[src/rtl/serial_receiver_if.sv]
// Bundles the beat input, word output handshake and status/error lines of the
// serial receiver. The master side is the beat source and word consumer; the slave side is the receiver.
interface serial_receiver_if #(
  parameter int N = 1
);
  logic [N-1:0] Din;
  logic         DinValid;
  logic         StartRx;
  logic [31:0]  DataOut;
  logic         DataValid;
  logic         DataReady;
  logic         RxDone;
  logic         RxBusy;
  logic         Overrun;
  logic         FrameErr;
  logic         ClearErr;

  modport master (
    output Din, DinValid, StartRx, DataReady, ClearErr,
    input  DataOut, DataValid, RxDone, RxBusy, Overrun, FrameErr
  );

  modport slave (
    input  Din, DinValid, StartRx, DataReady, ClearErr,
    output DataOut, DataValid, RxDone, RxBusy, Overrun, FrameErr
  );
endinterface

[src/rtl/serial_receiver.sv]
// Serial receiver: assembles a 32-bit word from MSB-first N-bit beats.
// A frame opens with StartRx on its first beat. The finished word goes out on a
// valid/ready handshake. The shift register serves as a one-word holding slot
// when the output is stalled (FULL). Overrun and framing errors are sticky.
module serial_receiver #(
  parameter int N = 1
) (
  input  logic              Clk,
  input  logic              Reset,
  serial_receiver_if.slave  rx
);

  localparam int BEATS = 32 / N;
  localparam int CW    = $clog2(BEATS + 1);

  typedef enum logic [1:0] {IDLE, SHIFT, FULL} state_t;

  state_t        state;
  state_t        next_state;
  logic [31:0]   sr;
  logic [CW-1:0] cnt;

  logic [31:0]   shifted;
  logic [31:0]   word_in;
  logic [CW-1:0] cnt_next;
  logic          load_beat;
  logic          shift_beat;
  logic          take_beat;
  logic          complete;
  logic          slot_free;
  logic          deliver_new;
  logic          deliver_held;
  logic          ovr_set;
  logic          ferr_set;

  // A full-width beat replaces the whole register, so there is nothing to shift.
  if (N == 32) begin : g_wide
    assign shifted = rx.Din;
  end else begin : g_narrow
    assign shifted = {sr[31-N:0], rx.Din};
  end

  // StartRx opens a new frame from IDLE or SHIFT. A StartRx in SHIFT throws away the partial word.
  // While FULL, every beat is dropped.
  assign load_beat    = rx.DinValid && rx.StartRx && (state != FULL);
  assign shift_beat   = rx.DinValid && !rx.StartRx && (state == SHIFT);
  assign take_beat    = load_beat || shift_beat;
  assign word_in      = load_beat ? 32'(rx.Din) : shifted;
  assign cnt_next     = load_beat ? CW'(1) : cnt + CW'(1);
  assign complete     = take_beat && (cnt_next == CW'(BEATS));
  assign slot_free    = !rx.DataValid || rx.DataReady;
  assign deliver_new  = complete && slot_free;
  assign deliver_held = (state == FULL) && rx.DataValid && rx.DataReady;
  assign ovr_set      = (state == FULL) && rx.DinValid;
  assign ferr_set     = (state == SHIFT) && rx.DinValid && rx.StartRx;

  // Next-state logic. A word that completes goes to the output if the slot is free, otherwise it is parked in FULL.
  always_comb begin
    next_state = state;
    case (state)
      IDLE, SHIFT: begin
        if (take_beat) begin
          if (!complete)     next_state = SHIFT;
          else if (slot_free) next_state = IDLE;
          else               next_state = FULL;
        end
      end
      FULL: begin
        if (deliver_held) next_state = IDLE;
      end
      default: next_state = IDLE;
    endcase
  end

  // State register. RxBusy is registered with it so the flag tracks the state exactly.
  always_ff @(posedge Clk or posedge Reset) begin
    if (Reset) begin
      state     <= IDLE;
      rx.RxBusy <= 1'b0;
    end else begin
      state     <= next_state;
      rx.RxBusy <= (next_state != IDLE);
    end
  end

  // Shift register and beat counter. The counter returns to 0 when a word completes, so it never wraps.
  always_ff @(posedge Clk or posedge Reset) begin
    if (Reset) begin
      sr  <= '0;
      cnt <= '0;
    end else if (take_beat) begin
      sr  <= word_in;
      cnt <= complete ? '0 : cnt_next;
    end
  end

  // Output slot: load a freshly completed word or the parked one. Clear valid once the consumer takes the word.
  always_ff @(posedge Clk or posedge Reset) begin
    if (Reset) begin
      rx.DataOut   <= '0;
      rx.DataValid <= 1'b0;
      rx.RxDone    <= 1'b0;
    end else begin
      rx.RxDone <= deliver_new || deliver_held;
      if (deliver_new) begin
        rx.DataOut   <= word_in;
        rx.DataValid <= 1'b1;
      end else if (deliver_held) begin
        rx.DataOut   <= sr;
        rx.DataValid <= 1'b1;
      end else if (rx.DataValid && rx.DataReady) begin
        rx.DataValid <= 1'b0;
      end
    end
  end

  // Sticky error flags. A new error on the same cycle as ClearErr takes priority over the clear.
  always_ff @(posedge Clk or posedge Reset) begin
    if (Reset) begin
      rx.Overrun  <= 1'b0;
      rx.FrameErr <= 1'b0;
    end else begin
      if (ovr_set)          rx.Overrun <= 1'b1;
      else if (rx.ClearErr) rx.Overrun <= 1'b0;
      if (ferr_set)         rx.FrameErr <= 1'b1;
      else if (rx.ClearErr) rx.FrameErr <= 1'b0;
    end
  end

endmodule

[src/flat_wrapper.sv]
// flat-port wrapper written by rule: the top's interface ports become plain ports
module serial_receiver_flat 
#(
  parameter int N = 1
)
  (Clk, Reset, rx_Din, rx_DinValid, rx_StartRx, rx_DataReady, rx_ClearErr, rx_DataOut, rx_DataValid, rx_RxDone, rx_RxBusy, rx_Overrun, rx_FrameErr);
  serial_receiver_if #(.N(N)) rx_i ();
  input  logic Clk;
  input  logic Reset;
  input wire logic [$bits(rx_i.Din)-1:0] rx_Din;
  input wire logic [$bits(rx_i.DinValid)-1:0] rx_DinValid;
  input wire logic [$bits(rx_i.StartRx)-1:0] rx_StartRx;
  input wire logic [$bits(rx_i.DataReady)-1:0] rx_DataReady;
  input wire logic [$bits(rx_i.ClearErr)-1:0] rx_ClearErr;
  output wire logic [$bits(rx_i.DataOut)-1:0] rx_DataOut;
  output wire logic [$bits(rx_i.DataValid)-1:0] rx_DataValid;
  output wire logic [$bits(rx_i.RxDone)-1:0] rx_RxDone;
  output wire logic [$bits(rx_i.RxBusy)-1:0] rx_RxBusy;
  output wire logic [$bits(rx_i.Overrun)-1:0] rx_Overrun;
  output wire logic [$bits(rx_i.FrameErr)-1:0] rx_FrameErr;
  assign rx_i.Din = rx_Din;
  assign rx_i.DinValid = rx_DinValid;
  assign rx_i.StartRx = rx_StartRx;
  assign rx_i.DataReady = rx_DataReady;
  assign rx_i.ClearErr = rx_ClearErr;
  assign rx_DataOut = rx_i.DataOut;
  assign rx_DataValid = rx_i.DataValid;
  assign rx_RxDone = rx_i.RxDone;
  assign rx_RxBusy = rx_i.RxBusy;
  assign rx_Overrun = rx_i.Overrun;
  assign rx_FrameErr = rx_i.FrameErr;
  serial_receiver #(.N(N)) u_core (.Clk(Clk), .Reset(Reset), .rx(rx_i));
endmodule
[config.mk]
export PLATFORM = sky130hd
export DESIGN_NAME = serial_receiver_flat
export DESIGN_NICKNAME = d
export VERILOG_FILES = /design/src/rtl/serial_receiver_if.sv /design/src/rtl/serial_receiver.sv /design/src/flat_wrapper.sv
export SDC_FILE = /design/constraint.sdc
export NUM_CORES = 1
export LEC_CHECK = 0
export ABC_AREA = 1
export CORE_ASPECT_RATIO = 0.6
export CORE_UTILIZATION = 40
export CTS_BUF_LIST = sky130_fd_sc_hd__clkbuf_4 sky130_fd_sc_hd__clkbuf_8 sky130_fd_sc_hd__clkbuf_16
export DETAILED_ROUTE_END_ITERATION = 8
export GPL_TIMING_DRIVEN = 0
export SYNTH_ARGS = -nofsm -noshare
export SYNTH_HDL_FRONTEND = slang
export SYNTH_SLANG_ARGS = --single-unit
[constraint.sdc]
create_clock -name Clk -period 4.05 [get_ports Clk]
set_clock_uncertainty 0.15 [all_clocks]
set_input_delay 0.405 -clock Clk [delete_from_list [all_inputs] [get_ports Clk]]
set_output_delay 0.405 -clock Clk [all_outputs]
set_load 0.005 [all_outputs]
==> impl_metrics.csv, run 1 <==
group,metric,value,unit
run_status,status,"finished clean",
floorplan,die_x,129,um
synth,yosysWarnings,0,
drt,drtIter0Drc,251,
clocking,cts_made_buffers,9,
worst_setup_path,required,4110,ps
placed_design,place_inst,620,
worst_setup_path,crit_slowest_cell,"dfrtp_1",
drt,routed_wl,9290,um
synth,synth_cell_types,27,
worst_setup_path,cpPeakStageDelay,480,ps
worst_setup_path,crit_family,"simple AND/OR/NAND/NOR gates",
floorplan,core_area,0.00929,mm^2
timing,max_freq,470,MHz
synth,synthAdderAreaFrac,0.322,%
floorplan,start_util,41.9,%
synth,ys_seq_area_share,49.5,%
clocking,clkSinkCount,77,
drt,first_pass_iters,4,
placed_design,dp_hpwl,6400,um
clocking,cts_setup_buffers,0,
clocking,insertion_delay,340,ps
placed_design,dp_slack,1620,ps
timing,rsz0062_at_grt,"false",
synth,yosysMostFrequentCell,"nand2_1",
clocking,ctsResizeCount,0,
synth,synth_area,0.00389,mm^2
timing,final-hold-violation-count,0,
synth,synth.area.mux_share,0,%
timing,maxSlewHeadroom,64.1,%
synth,async_flop_share,100,%
drt,ant_nets,0,
grt,grt_pass1_wl,15600,um
floorplan,row_count,27,
grt,first_global_vias,3084,
placed_design,io_buffers,43,
final_layout,final_core_util,51.5,%
worst_setup_path,cp_common_cell,"nor2_1",
worst_setup_path,critPathLaunchType,"register",
grt,antenna_found_initial,0,
synth,synth_nets,454,
final_layout,design_area,0.00479,mm^2
clocking,clockRootBuffer,"clkbuf_16",
final_layout,insertedDiodeCount,0,
timing,fin_ws,1920,ps
synth,synth_compound_area_share,5.66,%
clocking,cts_tree,"built",
synth,syn_inst,446,
final_layout,layoutNonFillerInstCount,635,
synth,yosys.area_share.simple,35.3,%
power,peakVddDrop,214,uV
worst_setup_path,crit_path_cell_trace,"ha_1, nor2_1, nor2_1, a21oi_2, nand2_4, nor2_8, nand3_4, buf_6, nand3_2, nand3_1",
timing,timing.hold.ws,190,ps
final_layout,areaGrowthSynthToFinish,23.0,%
worst_hold_path,hold_path.class,"input port to asynchronous set/reset pin",
worst_setup_path,cp_num_buf_inv,1,
synth,synth-xor-area-share,0,%
synth,ys_top_cells_by_count,"88 x nand2_1, 77 x dfrtp_1, 48 x inv_1",
clocking,cts_buffer_depth,2,
final_layout,drive_gt1_share,16.6,%
worst_setup_path,endpoint_kind,"register",
drt,vias_per_cell,4.99,
timing,slew_violations,0,
drt,vias,3167,
run,maxCapViolCount,0,
power,power.density,357,mW/mm^2
synth,synth.avg_cell_area,8.72,um^2
clocking,cts-hold-fix-buffers,0,
synth,synth-edff-count,0,
grt,grtUsageTotal,20.5,%
timing,setup_tns,0,ps
grt,grt_max_degree,63,
worst_setup_path,crit_arrival,2190,ps
synth,yosysTopAreaCell,"dfrtp_1",
drt,drc,0,
grt,grt_overflow_total,0,
power,power,1.71,mW
floorplan,pin_count,44,
synth,synth_top_area_share,49.5,%
synth,synth-main-ff-cell,"dfrtp_1",
synth,synth_area_leaders,"dfrtp_1 50%, nand3_2 10%, nand2_1 8.5%",
timing,post-route-period-util,52.5,%
worst_setup_path,critPathKind,"register to register",
final_layout,nNetsFinal,509,
timing,worstMarginPinSlew,538,ps
clocking,htree_levels,3,
final_layout,fillerInstances,897,
power,power.leakage,2.16,nW
placed_design,dpl_cell_area,0.00451,mm^2
synth,synth_top_family_by_area,"simple AND/OR/NAND/NOR gates",
synth,ys_ff_latch,77,
floorplan,dieArea,0.0101,mm^2
placed_design,place.gp.congestion,0.783,
timing,period_needed,2130,ps
timing,finalSetupViolations,0,
clocking,path_clk_slew,60,ps
drt,routedWlPerCell,14.6,um
worst_setup_path,path_max_fanout,10,
floorplan,die_height,78.4,um
[worst reg2reg max path, cell delays in order, from the launching register on]
cell     delay [ps]
dfrtp_1         480
ha_1            290
nor2_1          110
nor2_1           80
a21oi_2         160
nand2_4          80
nor2_8          170
nand3_4         140
buf_6           190
nand3_2          70
nand3_1          80
[worst paths after layout]
check | slack, ps | endpoint | startpoint | depth (start not counted)
worst max-delay path | 1920 | u_core.rx.DataOut[30] | u_core.cnt[0] | 10
worst min-delay path | 190 | u_core.rx.DataOut[13] | Reset | 2
worst max register to register | 1920 | u_core.rx.DataOut[30] | u_core.cnt[0] | 10
worst min register to register | 330 | u_core.sr[31] | u_core.sr[31] | 2
max in group asynchronous | 2980 | u_core.rx.DataOut[4] | Reset | 3
min in group Clk | 330 | u_core.sr[31] | u_core.sr[31] | 2
[kinds of logic after synthesis]
group,Yosys count
adder cells (fa/ha/maj),1
flip-flops,77
AO/OA/AOI/OAI,42
AND/OR/NAND/NOR,245
buffers and inverters,81
[flip-flops by register name, indices dropped and copies added, names as in the netlist]
register,count
u_core.cnt,6
u_core.rx.DataOut,32
u_core.rx.DataValid,1
u_core.rx.FrameErr,1
u_core.rx.Overrun,1
u_core.rx.RxBusy,1
u_core.rx.RxDone,1
u_core.sr,32
u_core.state,2
[report_power, final]
group / switching, mW / total [mW] / leakage, nW / internal, mW
Sequential: 0.0171 / 0.807 / 1.06 / 0.790
Combinational: 0.0992 / 0.159 / 0.968 / 0.0596
Clock: 0.296 / 0.743 / 0.140 / 0.446
[cell usage in the layout, fill, tap and decap left out, types with 7 or more instances in the layout]
master / instances
nor2_1: 37
nand3_1: 35
nand2_1: 88
nand3_2: 39
dfrtp_1: 77
buf_4: 7
inv_1: 47
clkbuf_16: 9
clkbuf_1: 14
nand4_1: 35
o21ai_0: 37
clkdlybuf4s50_1: 43
[metal layers]
layer,global-route usage [%],up-vias,part of all wire [%]
met4,7.41,0,1.4
met2,28.9,65,42
li1,-,1585,-
met1,30.3,1503,51
met3,4.77,14,5.4
met5,0,-,0
[final cells by class]
cell class                      count  area (um^2)  share of cell area, %
Buffer                             28          158                   3.29
Inverter                           53          201                   4.21
Clock inverter                      2         10.0                  0.209
Tap cell                          130          163                   3.40
Multi-Input combinational cell    288         1610                   33.6
Clock buffer                       13          262                   5.46
Timing Repair Buffer               44          458                   9.57
Sequential cell                    77         1930                   40.3
(Power assumes the default switching activity.)
==> run 2: changes to the inputs <==
==> constraint.sdc (replaced) <==
create_clock -name Clk -period 2.1 [get_ports Clk]
set_clock_uncertainty 0.15 [all_clocks]
set_input_delay 0.21 -clock Clk [delete_from_list [all_inputs] [get_ports Clk]]
set_output_delay 0.21 -clock Clk [all_outputs]
set_load 0.005 [all_outputs]
==> impl_metrics.csv, run 2 (synthesis gave the netlist of run 1 again) <==
group,metric,value,unit
clocking,path_clk_slew,60,ps
timing,final-hold-violation-count,0,
run,maxCapViolCount,0,
placed_design,dp_slack,-134,ps
drt,routed_wl,9490,um
final_layout,top_regs,"u_core.rx.DataOut x32, u_core.sr x32, u_core.cnt x6",
drt,ant_nets,0,
final_layout,layoutNonFillerInstCount,640,
drt,drc,0,
clocking,insertion_delay,340,ps
timing,timing.hold.ws,241,ps
floorplan,die_x,129,um
floorplan,die_height,78.4,um
floorplan,core_area,0.00929,mm^2
worst_setup_path,crit_family,"simple AND/OR/NAND/NOR gates",
final_layout,drive_gt1_share,17.8,%
clocking,cts_made_buffers,9,
power,power,3.45,mW
clocking,cts_tree,"built",
clocking,cts_buffer_depth,2,
worst_setup_path,worstRegToRegCells,10,
worst_setup_path,worst_r2r_endpoint,"u_core.rx.DataOut[5]",
worst_setup_path,crit_slowest_cell,"dfrtp_2",
worst_setup_path,r2r_setup_slack,90,ps
grt,antenna_found_initial,0,
worst_setup_path,regToRegStartpoint,"u_core.cnt[0]",
grt,grtUsageTotal,20.7,%
power,power.leakage,2.21,nW
clocking,clkSinkCount,77,
final_layout,areaGrowthSynthToFinish,25.8,%
final_layout,design_area,0.00489,mm^2
worst_setup_path,crit_arrival,2080,ps
timing,max_freq,498,MHz
placed_design,place.gp.congestion,0.784,
clocking,cts-hold-fix-buffers,0,
drt,drtIter0Drc,315,
power,peakVddDrop,384,uV
placed_design,dp_hpwl,6410,um
grt,grt_pass1_wl,15600,um
clocking,htree_levels,3,
power,power.density,705,mW/mm^2
run_status,status,"finished clean",
worst_setup_path,cp_num_buf_inv,1,
worst_hold_path,hold_path.class,"input port to asynchronous set/reset pin",
grt,grt_overflow_total,0,
worst_setup_path,endpoint_kind,"register",
timing,post-route-period-util,95.5,%
timing,worstMarginPinSlew,863,ps
drt,vias,3199,
drt,first_pass_iters,5,
timing,slew_violations,0,
final_layout,nNetsFinal,514,
drt,vias_per_cell,5.00,
final_layout,layout.cells.most_common,"nand2_1",
timing,maxSlewHeadroom,42.3,%
worst_setup_path,cp_common_cell,"nor2_1",
floorplan,start_util,41.9,%
timing,period_needed,2010,ps
worst_setup_path,critPathKind,"register to register",
timing,finalSetupViolations,0,
floorplan,row_count,27,
placed_design,dpl_cell_area,0.00451,mm^2
final_layout,insertedDiodeCount,0,
worst_setup_path,cpPeakStageDelay,460,ps
placed_design,io_buffers,43,
worst_setup_path,required,2170,ps
floorplan,dieArea,0.0101,mm^2
drt,routedWlPerCell,14.8,um
worst_setup_path,critPathLaunchType,"register",
floorplan,pin_count,44,
clocking,clockRootBuffer,"clkbuf_16",
timing,setup_tns,0,ps
worst_setup_path,crit_path_cell_trace,"ha_4, nor2_1, nor2_1, a21oi_2, nand2_4, nor2_8, nand3_4, buf_8, nand3_2, nand3_1",
worst_setup_path,path_max_fanout,10,
grt,first_global_vias,3061,
placed_design,place_inst,620,
timing,fin_ws,93.6,ps
final_layout,final_core_util,52.7,%
grt,grt_max_degree,41,
final_layout,final_cell_mix,"88 x nand2_1, 76 x dfrtp_1, 47 x inv_1, 43 x clkdlybuf4s50_1, 39 x nand3_2",
-- run 2: cell count changes in the layout (fill, tap and decap cells not counted), moves of 2 or more --
cell / previous run / this run
buf_12: 0 / 3
buf_6: 3 / 0
buf_4: 7 / 11
clkbuf_4: 3 / 1
-- run 2: layout make-up --
type | instances | area [um^2]
inverters | 53 | 203
clock buffers | 11 | 246
flip-flops and latches | 77 | 1930
fillers | 869 | 4400
repair buffers | 49 | 505
plain buffers | 28 | 179
multi-input cells | 288 | 1620
well taps | 130 | 163
clock inverters | 4 | 48.8
-- run 2: what timing repair did --
| action | CTS | global route |
|---|---|---|
| resized for setup | 1 | 7 |
| pin swaps | 0 | 1 |
| endpoints found under the setup margin | 17 | 29 |
| setup buffers | 0 | 4 |
| gates cloned | 0 | 1 |
-- run 2: worst max path at each step --
stage	start	to	slack [ps]	depth (start not counted)
6_report	u_core.cnt[0]	u_core.rx.DataOut[5]	90	10
5_1_grt	u_core.cnt[0]	u_core.rx.DataOut[5]	-10	10
2_1_floorplan	u_core.cnt[0]	u_core.rx.DataOut[0]	270	10
3_3_place_gp	Reset	u_core.rx.DataOut[11]	-120	2
4_1_cts	u_core.cnt[0]	u_core.rx.DataOut[19]	10	10
3_5_place_dp	rx_DinValid	u_core.sr[3]	-130	7
-- run 2: per-layer routing --
metal / track usage, % / share of wire (%)
met2: 28.9 / 43
met5: 0 / 0
met1: 30.4 / 51
met4: 4.71 / 0.35
met3: 6.88 / 5.0
-- run 2: where the power goes --
group | switching, mW | total [mW] | internal [mW]
clock | 0.603 | 1.56 | 0.957
sequential | 0.0355 | 1.56 | 1.52
combinational | 0.197 | 0.329 | 0.132
total | 0.836 | 3.45 | 2.61
-- run 2: worst register-to-register path: cells and delay by family (launching register included) --
kind	cells	cell delay, ps
AO/OA/AOI/OAI	1	170
adder cells (fa/ha/maj)	1	190
buffers and inverters	1	210
flip-flops	1	460
AND/OR/NAND/NOR	7	710
